<file path="src/rtl/vga_timing_counter.sv">
// Free-running VGA raster counter with run/drain sequencing on frame boundaries.
// Optional build macro VGA_PIX_DIV_EN: internal divide-by-4 tick replaces pix_en.
//
// state | meaning
// IDLE  | counters held at (0,0), strobes low, waiting for run
// RUN   | raster advancing on each tick
// DRAIN | run released; finish current frame, then return to IDLE
module vga_timing_counter #(
   parameter int HPIXEL        = 640,
   parameter int H_FRONT_PORCH = 16,
   parameter int H_SYNC_PULSE  = 96,
   parameter int H_BACK_PORCH  = 48,
   parameter int VPIXEL        = 480,
   parameter int V_FRONT_PORCH = 10,
   parameter int V_SYNC_PULSE  = 2,
   parameter int V_BACK_PORCH  = 33
) (
   input  logic        clk,
   input  logic        rst_n,
   input  logic        pix_en,
   input  logic        run,
   output logic [11:0] hCount,
   output logic [11:0] vCount,
   output logic        active,
   output logic        line_end,
   output logic        frame_start,
   output logic        running
);

   localparam int H_TOTAL = HPIXEL + H_FRONT_PORCH + H_SYNC_PULSE + H_BACK_PORCH;
   localparam int V_TOTAL = VPIXEL + V_FRONT_PORCH + V_SYNC_PULSE + V_BACK_PORCH;
   localparam logic [11:0] H_LAST = 12'(H_TOTAL - 1);
   localparam logic [11:0] V_LAST = 12'(V_TOTAL - 1);
   localparam logic [11:0] H_VIS  = 12'(HPIXEL);
   localparam logic [11:0] V_VIS  = 12'(VPIXEL);

   typedef enum logic [1:0] {
      IDLE  = 2'd0,
      RUN   = 2'd1,
      DRAIN = 2'd2
   } state_t;

   state_t state;
   state_t state_nx;
   logic   tick;
   logic   h_last;
   logic   frame_last;

`ifdef VGA_PIX_DIV_EN
   logic [1:0] div;
   logic       unused_pix_en;

   assign unused_pix_en = pix_en;

   // Cleared in IDLE so the first tick lands exactly 4 clks after entering RUN.
   always_ff @(posedge clk or negedge rst_n) begin
      if (!rst_n) begin
         div <= 2'd0;
      end else if (state == IDLE) begin
         div <= 2'd0;
      end else begin
         div <= div + 2'd1;
      end
   end

   assign tick = (state != IDLE) && (div == 2'd3);
`else
   assign tick = pix_en;
`endif

   assign h_last     = (hCount == H_LAST);
   assign frame_last = h_last && (vCount == V_LAST);

   always_comb begin
      state_nx = state;
      case (state)
         IDLE:    state_nx = run ? RUN : IDLE;
         RUN:     state_nx = run ? RUN : DRAIN;
         DRAIN: begin
            if (run)                     state_nx = RUN;
            else if (tick && frame_last) state_nx = IDLE;
            else                         state_nx = DRAIN;
         end
         default: state_nx = IDLE;
      endcase
   end

   always_ff @(posedge clk or negedge rst_n) begin
      if (!rst_n) begin
         state       <= IDLE;
         hCount      <= 12'd0;
         vCount      <= 12'd0;
         line_end    <= 1'b0;
         frame_start <= 1'b0;
         running     <= 1'b0;
      end else begin
         state       <= state_nx;
         running     <= (state_nx != IDLE);
         line_end    <= 1'b0;
         frame_start <= 1'b0;
         if (state == IDLE) begin
            hCount      <= 12'd0;
            vCount      <= 12'd0;
            frame_start <= run;
         end else if (tick) begin
            if (h_last) begin
               hCount   <= 12'd0;
               vCount   <= (vCount == V_LAST) ? 12'd0 : vCount + 12'd1;
               // A wrap that drops us into IDLE must leave all strobes low.
               line_end    <= (state_nx != IDLE);
               frame_start <= (vCount == V_LAST) && (state_nx == RUN);
            end else begin
               hCount <= hCount + 12'd1;
            end
         end
      end
   end

   assign active = running && (hCount < H_VIS) && (vCount < V_VIS);

endmodule

</file>
<file path="config.mk">
export PLATFORM = sky130hd
export DESIGN_NAME = vga_timing_counter
export DESIGN_NICKNAME = d
export VERILOG_FILES = /design/src/rtl/vga_timing_counter.sv
export SDC_FILE = /design/constraint.sdc
export NUM_CORES = 1
export LEC_CHECK = 0
export CORE_ASPECT_RATIO = 0.75
export CORE_MARGIN = 3
export CORE_UTILIZATION = 50
export CTS_BUF_LIST = sky130_fd_sc_hd__clkbuf_16
export DETAILED_ROUTE_END_ITERATION = 16
export PLACE_DENSITY = 0.78
export SLEW_MARGIN = 20
export SYNTH_ARGS = -nofsm -noshare
export SYNTH_HDL_FRONTEND = slang
export SYNTH_SLANG_ARGS = --single-unit
</file>
<file path="constraint.sdc">
create_clock -name clk -period 2.2 [get_ports clk]
set_input_delay 0.22 -clock clk [delete_from_list [all_inputs] [get_ports clk]]
set_output_delay 0.22 -clock clk [all_outputs]
set_load 0.05 [all_outputs]
</file>
==> results of run 1 <==
final cells by class:
type | count | area (sq um)
clock inverters | 2 | 7.51
clock buffers | 5 | 125
fillers | 217 | 902
flip-flops and latches | 29 | 726
repair buffers | 35 | 338
multi-input cells | 125 | 831
well taps | 38 | 47.5
inverters | 6 | 22.5
power by group through the flow:
stage	registers [mW]	clock network, mW	logic [mW]
global route	0.599	0.653	0.273
floorplan	0.676	0	0.0777
detailed placement	0.603	0	0.256
CTS	0.596	0.630	0.256
finish	0.597	0.619	0.254
global placement	0.601	0	0.251
layer usage:
metal	global-route usage [%]	routed length [um]
met1	31.3	1950
met3	5.96	296
met2	34.3	1840
met5	0	0
met4	11.6	50
registers in the layout, indices dropped and copies added, names as in the netlist:
signal / flops
hCount: 12
vCount: 12
state: 2
frame_start: 1
line_end: 1
running: 1
placed cells by master, fill, tap and decap left out, types with 4 or more instances in the layout:
master            n
dfrtp_1          29
o21ai_0          10
nand4_1           9
a21oi_1           5
inv_1             7
xor2_1            4
or3b_1            4
nand3_1           6
buf_4             5
clkdlybuf4s50_1  30
clkbuf_16         5
nor2_1           14
and3_1            7
nand2_1          14
worst min path at each step:
| stage | endpoint | slack (ns) | cells past startpoint | startpoint |
|---|---|---|---|---|
| 2_1_floorplan | frame_start$_DFF_PN0_ | -0.08 | 0 | rst_n |
| 3_5_place_dp | vCount[9]$_DFFE_PN0P_ | 0.56 | 1 | vCount[9]$_DFFE_PN0P_ |
| 6_report | vCount[7]$_DFFE_PN0P_ | 0.33 | 2 | rst_n |
| 4_1_cts | hCount[6]$_DFFE_PN0P_ | 0.35 | 2 | rst_n |
| 3_3_place_gp | vCount[9]$_DFFE_PN0P_ | 0.54 | 1 | vCount[9]$_DFFE_PN0P_ |
| 5_1_grt | vCount[7]$_DFFE_PN0P_ | 0.38 | 2 | rst_n |
through the flow:
step / area [sq um] / setup slack, ns / cells / hold WS (ns)
floorplan: 1600 / 0.141 / 162 / -0.0756
global placement: 1960 / 0.273 / 233 / 0.540
CTS: 2100 / 0.219 / 240 / 0.346
global route: 2100 / 0.0563 / 240 / 0.376
finish: 2100 / 0.189 / 240 / 0.335
detailed placement: 1960 / 0.188 / 233 / 0.558
cells by family (layout without fill, tap and decap cells):
group                      after synthesis  after routing  share of synthesized area (%)
and+or+nand+nor                         78             78                           29.9
AOI/OAI and AO/OA                       37             37                           15.9
DFF                                     29             29                           45.5
buffers and inverters                    8             48                           2.43
xor gates and xnor gates                 6              6                           3.29
adders and majority gates                3              3                           2.35
muxes                                    1              1                          0.627
==> metrics.csv, run 1 <==
metric;value;unit
Cells after Synth;162;
Syn Nets;169;
WP data required;2.37;ns
synthesis-to-finish area growth;31.5;%
internal power;1.05;mW
commonest cells in the synthesized netlist;29 x dfrtp_1, 14 x nand2_1, 14 x nor2_1, 10 x o21ai_0, 9 x nand4_1;
Switching Share;28.7;%
clock buffer depth;2;
Flop pwr share;40.6;%
most frequent cell after synthesis;dfrtp_1;
final antenna-violating net count;0;
Switching Power;422;uW
worst-margin pin slew;0.505;ns
CP max FO;11;
Slew headroom;66.2;%
maximum VDD drop;0.399;mV
Hold Path Class;input port to asynchronous set/reset pin;
CP bufs+invs;0;
Die Y-Extent;54.9;um
first-pass GRT wire length;6640;um
die area;3910;sq um
skew final;0.00462;ns
Worst-path clk slew;0.05;ns
routed wire length;4130;um
Yosys cell types;45;
share of the synthesized area in the top cell type;45.5;%
RSZ-0062 raised after global routing;false;
Fmax;0.497;GHz
flops & latches, synth;29;
Crit path max-delay family;compound AO/OA/AOI/OAI gates;
Post-Syn Area;1600;sq um
Tot Pwr;1.47;mW
Yosys top cell by area;dfrtp_1;
Leak;0.870;nW
flop-to-flop setup slack;0.19;ns
chip width;71.2;um
R2R cell count;5;
ys async rst share;100;%
hold_buf cts;0;
Clk network pwr share;42.1;%
Post-synth top flop;dfrtp_1;
WP depth;5;
HPWL after detailed placement;3010;um
aggregate global routing overflow;0;
initial antenna violation count;0;
Final Hold Vio Count;0;
vias in the first global route;1340;
Cell Chain, Critical Path;ha_1 -> and4_1 -> nand4_2 -> o31a_1 -> a311oi_1;
Total GRT Usage;23.0;%
number of I/O pins;32;
Seq/Total Area, Yosys;45.5;%
synth top area cells;dfrtp_1 45%, nand4_1 3.5%, nand2_1 3.3%;
Final #Nets;209;
crit path launch;hCount[1]$_DFFE_PN0P_;
MaxCap Viol Count;0;
pwr dens;701;nW/um^2
number of synthesized flops with an enable pin;0;
Logic pwr share;17.3;%
worst setup path end;vCount[9]$_DFFE_PN0P_;
CP max stage cell;dfrtp_1;
setup_tns;0;ns
mean post-synth cell area;9.85;sq um
run status;complete, no violations;
Site Rows;17;
CTS Buf Count;5;
crit start category;register;
Root Buffer;clkbuf_16;
Routability Congestion;0.878;
largest net degree at the start of global routing;30;
initial drt markers;144;
# setup viols final;0;
clk_lat worst skew;0.27;ns
DRC violations left;0;
post-cts sizing count;0;
post-layout min period;2.01;ns
layout cells sized above 1;8.91;%
Setup Fix Bufs, Post-CTS;0;
DR WL/cell;17.2;um
crit end category;register;
CTS tree;done;
via count;1482;
CP max stage delay;0.42;ns
CP Class;register to register;
H-tree depth;2;
final core occ;69.9;%
post-route clock period utilization;91.4;%
vias per cell;6.18;
r2r endpoint;vCount[9]$_DFFE_PN0P_;
TritonRoute pass-1 iters;4;
Inserted Diodes;0;
Core ar.;3000;sq um
Reg-to-Reg Start;hCount[1]$_DFFE_PN0P_;
Arr. time, crit path;2.18;ns
initial core utilization;53.2;%
CTS sink cnt;29;
Port Buf Inserts;31;
max-slew violation count;0;
Synth warnings;0;
(Power assumes the default switching activity.)
==> run 2: changes to the inputs <==
- CORE_UTILIZATION: 50 -> 51
- PLACE_DENSITY: 0.78 -> 0.79
==> metrics.csv, run 2 (same netlist as run 1, synthesis figures left out) <==
metric;value;unit
Root Buffer;clkbuf_16;
worst-margin pin slew;0.509;ns
DRC violations left;0;
layout cells sized above 1;8.42;%
die area;3840;sq um
post-route clock period utilization;89.0;%
TritonRoute pass-1 iters;4;
flop-to-flop setup slack;0.24;ns
CP Class;register to register;
RSZ-0062 raised after global routing;false;
Core ar.;2780;sq um
Slew headroom;66.0;%
hold_buf cts;0;
Hold Path Class;input port to asynchronous set/reset pin;
run status;complete, no violations;
skew final;0.00328;ns
R2R cell count;5;
Leak;0.886;nW
HPWL after detailed placement;3100;um
initial core utilization;57.3;%
initial antenna violation count;0;
Arr. time, crit path;2.13;ns
max-slew violation count;0;
H-tree depth;2;
final antenna-violating net count;0;
most common cell after layout, fill and taps aside;clkdlybuf4s50_1;
final core occ;75.4;%
Place WS;0.172;ns
vias per cell;6.44;
setup_tns;0;ns
non-filler cells, final;238;
MaxCap Viol Count;0;
# setup viols final;0;
Port Buf Inserts;31;
Worst-path clk slew;0.05;ns
Fmax;0.511;GHz
clock buffer depth;2;
Inserted Diodes;0;
maximum VDD drop;0.617;mV
crit end category;register;
Total GRT Usage;25.6;%
clk_lat worst skew;0.27;ns
post-cts sizing count;0;
initial drt markers;170;
placed cell areas;1950;sq um
DR WL/cell;18.3;um
synthesis-to-finish area growth;31.6;%
number of I/O pins;32;
biggest regs;hCount x12, vCount x12, state x2;
final setup margin;0.241;ns
Site Rows;16;
dpl cells;230;
Tot Pwr;1.47;mW
post-layout min period;1.96;ns
most frequent cells in the layout;30 x clkdlybuf4s50_1, 29 x dfrtp_1, 14 x nor2_1, 14 x nand2_1, 10 x o21ai_0;
CP max FO;11;
Final Hold Vio Count;0;
CTS sink cnt;29;
crit start category;register;
r2r endpoint;vCount[9]$_DFFE_PN0P_;
routed wire length;4350;um
via count;1533;
Die Y-Extent;54.4;um
vias in the first global route;1416;
Routability Congestion;0.873;
first-pass GRT wire length;7300;um
final hold slack;0.340;ns
pwr dens;701;nW/um^2
Final #Nets;208;
post-route cell area;2100;sq um
WP data required;2.37;ns
chip width;70.6;um
Setup Fix Bufs, Post-CTS;0;
aggregate global routing overflow;0;
CTS tree;done;
largest net degree at the start of global routing;30;
Reg-to-Reg Start;hCount[0]$_DFFE_PN0P_;
CTS Buf Count;5;
run 2: final cells by class:
class | count | area, sq um
repair buffers | 34 | 330
inverters | 6 | 22.5
multi-input cells | 125 | 840
fillers | 190 | 683
clock inverters | 3 | 11.3
well taps | 36 | 45.0
clock buffers | 5 | 125
flip-flops and latches | 29 | 726
run 2: per-layer routing:
layer / vias up / wire (um) / GRT usage, %
li1: 694 / - / -
met1: 756 / 1870 / 33.5
met2: 74 / 2060 / 40.7
met3: 9 / 354 / 9.36
met4: 0 / 71 / 7.19
met5: - / 0 / 0
run 2: worst max path at each step:
| stage | start | to | slack [ns] | depth (start not counted) |
|---|---|---|---|---|
| final | hCount[0]$_DFFE_PN0P_ | vCount[9]$_DFFE_PN0P_ | 0.24 | 5 |
| after global routing | hCount[0]$_DFFE_PN0P_ | vCount[9]$_DFFE_PN0P_ | 0.08 | 5 |
| after CTS | hCount[0]$_DFFE_PN0P_ | vCount[9]$_DFFE_PN0P_ | 0.18 | 5 |
| after detailed placement | pix_en | vCount[9]$_DFFE_PN0P_ | 0.17 | 5 |
| after global placement | pix_en | vCount[9]$_DFFE_PN0P_ | 0.26 | 5 |
| after floorplan | vCount[0]$_DFFE_PN0P_ | vCount[10]$_DFFE_PN0P_ | 0.14 | 5 |
run 2: worst max-delay path, stage by stage, from the launching register on:
cell	delay, ns
dfrtp_1	0.44
ha_1	0.26
and4_1	0.33
nand4_4	0.23
o31a_1	0.35
a311oi_1	0.25
run 2: power by group:
group          internal [mW]  total (mW)  switching [mW]
clock network          0.404       0.622           0.217
registers              0.560       0.602          0.0418
logic                 0.0833       0.249           0.165
total                   1.05        1.47           0.425
==> run 3: changes to the inputs <==
- CORE_MARGIN: 3 -> 4
==> metrics.csv, run 3 (same netlist as run 1, synthesis figures left out) <==
metric;value;unit
aggregate global routing overflow;0;
Final #Nets;208;
CTS sink cnt;29;
Slew headroom;64.9;%
CTS tree;done;
Fmax;0.505;GHz
Leak;0.866;nW
initial drt markers;115;
Place WS;0.166;ns
Final Hold Vio Count;0;
TritonRoute pass-1 iters;4;
dpl cells;232;
post-layout min period;1.98;ns
final core occ;70.5;%
Inserted Diodes;0;
most common cell after layout, fill and taps aside;clkdlybuf4s50_1;
Port Buf Inserts;31;
HPWL after detailed placement;2890;um
crit end category;register;
initial core utilization;53.6;%
MaxCap Viol Count;0;
post-route clock period utilization;89.9;%
Reg-to-Reg Start;hCount[0]$_DFFE_PN0P_;
routed wire length;3950;um
Site Rows;17;
Worst-path clk slew;0.05;ns
R2R cell count;5;
chip width;72.6;um
crit start category;register;
number of I/O pins;32;
Fill cells;235;
biggest regs;hCount x12, vCount x12, state x2;
most frequent cells in the layout;30 x clkdlybuf4s50_1, 29 x dfrtp_1, 14 x nor2_1, 14 x nand2_1, 10 x o21ai_0;
Setup Fix Bufs, Post-CTS;0;
Arr. time, crit path;2.15;ns
Clk network pwr share;43.1;%
CTS Buf Count;5;
vias per cell;6.03;
Switching Power;433;uW
DR WL/cell;16.4;um
setup_tns;0;ns
skew final;0.00475;ns
clk_lat worst skew;0.28;ns
flop-to-flop setup slack;0.22;ns
internal power;1.05;mW
layout cells sized above 1;9.90;%
Switching Share;29.1;%
vias in the first global route;1333;
post-cts sizing count;0;
DRC violations left;0;
hold_buf cts;0;
max-slew violation count;0;
run status;complete, no violations;
synthesis-to-finish area growth;31.6;%
final setup margin;0.222;ns
non-filler cells, final;240;
initial antenna violation count;0;
Core ar.;2980;sq um
final hold slack;0.325;ns
CP Class;register to register;
CP max FO;11;
first-pass GRT wire length;6480;um
largest net degree at the start of global routing;30;
Root Buffer;clkbuf_16;
RSZ-0062 raised after global routing;false;
clock buffer depth;2;
maximum VDD drop;0.483;mV
pwr dens;709;nW/um^2
Routability Congestion;0.854;
Flop pwr share;40.3;%
Die Y-Extent;56.4;um
final antenna-violating net count;0;
H-tree depth;2;
# setup viols final;0;
die area;4100;sq um
Logic pwr share;16.7;%
r2r endpoint;vCount[9]$_DFFE_PN0P_;
via count;1447;
WP data required;2.38;ns
worst-margin pin slew;0.525;ns
Hold Path Class;input port to asynchronous set/reset pin;
Total GRT Usage;20.7;%
-- run 3: changes by cell type in the layout (fill, tap and decap cells not counted), sizes merged --
cell,before,now
clkinvlp,0,1
inv,9,6
clkinv,0,2
-- run 3: worst max path at each step --
stage / start / end / slack [ns] / cells past startpoint
floorplan: vCount[0]$_DFFE_PN0P_ / vCount[10]$_DFFE_PN0P_ / 0.14 / 5
detailed placement: pix_en / vCount[9]$_DFFE_PN0P_ / 0.17 / 5
finish: hCount[0]$_DFFE_PN0P_ / vCount[9]$_DFFE_PN0P_ / 0.22 / 5
CTS: hCount[0]$_DFFE_PN0P_ / vCount[9]$_DFFE_PN0P_ / 0.24 / 5
global placement: pix_en / vCount[9]$_DFFE_PN0P_ / 0.28 / 5
global route: hCount[0]$_DFFE_PN0P_ / vCount[11]$_DFFE_PN0P_ / 0.09 / 5
-- run 3: worst max-delay path: stages (launching register included) --
cell      delay [ns]
dfrtp_1         0.44
ha_1            0.24
and4_1          0.27
nand4_2         0.29
o31a_1          0.39
a311oi_1        0.25
-- run 3: per-stage QoR --
step | area, sq um | power [mW]
after floorplan | 1600 | 0.754
after global placement | 1960 | 0.850
after detailed placement | 1960 | 0.853
after CTS | 2100 | 1.50
after global routing | 2100 | 1.56
final | 2100 | 1.49
-- run 3: metal layers --
| metal | global-route usage [%] | routed length [um] | up-vias |
|---|---|---|---|
| met3 | 5.90 | 240 | 5 |
| met5 | 0 | 0 | - |
| met4 | 8.68 | 49 | 0 |
| met1 | 28.9 | 1810 | 702 |
| met2 | 29.8 | 1840 | 49 |
| li1 | - | - | 691 |
-- run 3: area by class of cell --
cell class                 count  area (sq um)  area share, %
tap                           38          47.5           2.26
sequential                    29           726           34.6
inverter                       6          22.5           1.07
timing repair buffer          34           330           15.7
multi-input combinational    125           831           39.6
clock inverter                 3          17.5          0.834
clock buffer                   5           125           5.96
-- run 3: power groups by stage --
stage          Combinational (mW)  Clock, mW  Sequential (mW)
2_1_floorplan              0.0777          0            0.676
3_3_place_gp                0.247          0            0.603
3_5_place_dp                0.248          0            0.605
4_1_cts                     0.250      0.655            0.598
5_1_grt                     0.266      0.693            0.603
6_report                    0.248      0.641            0.599
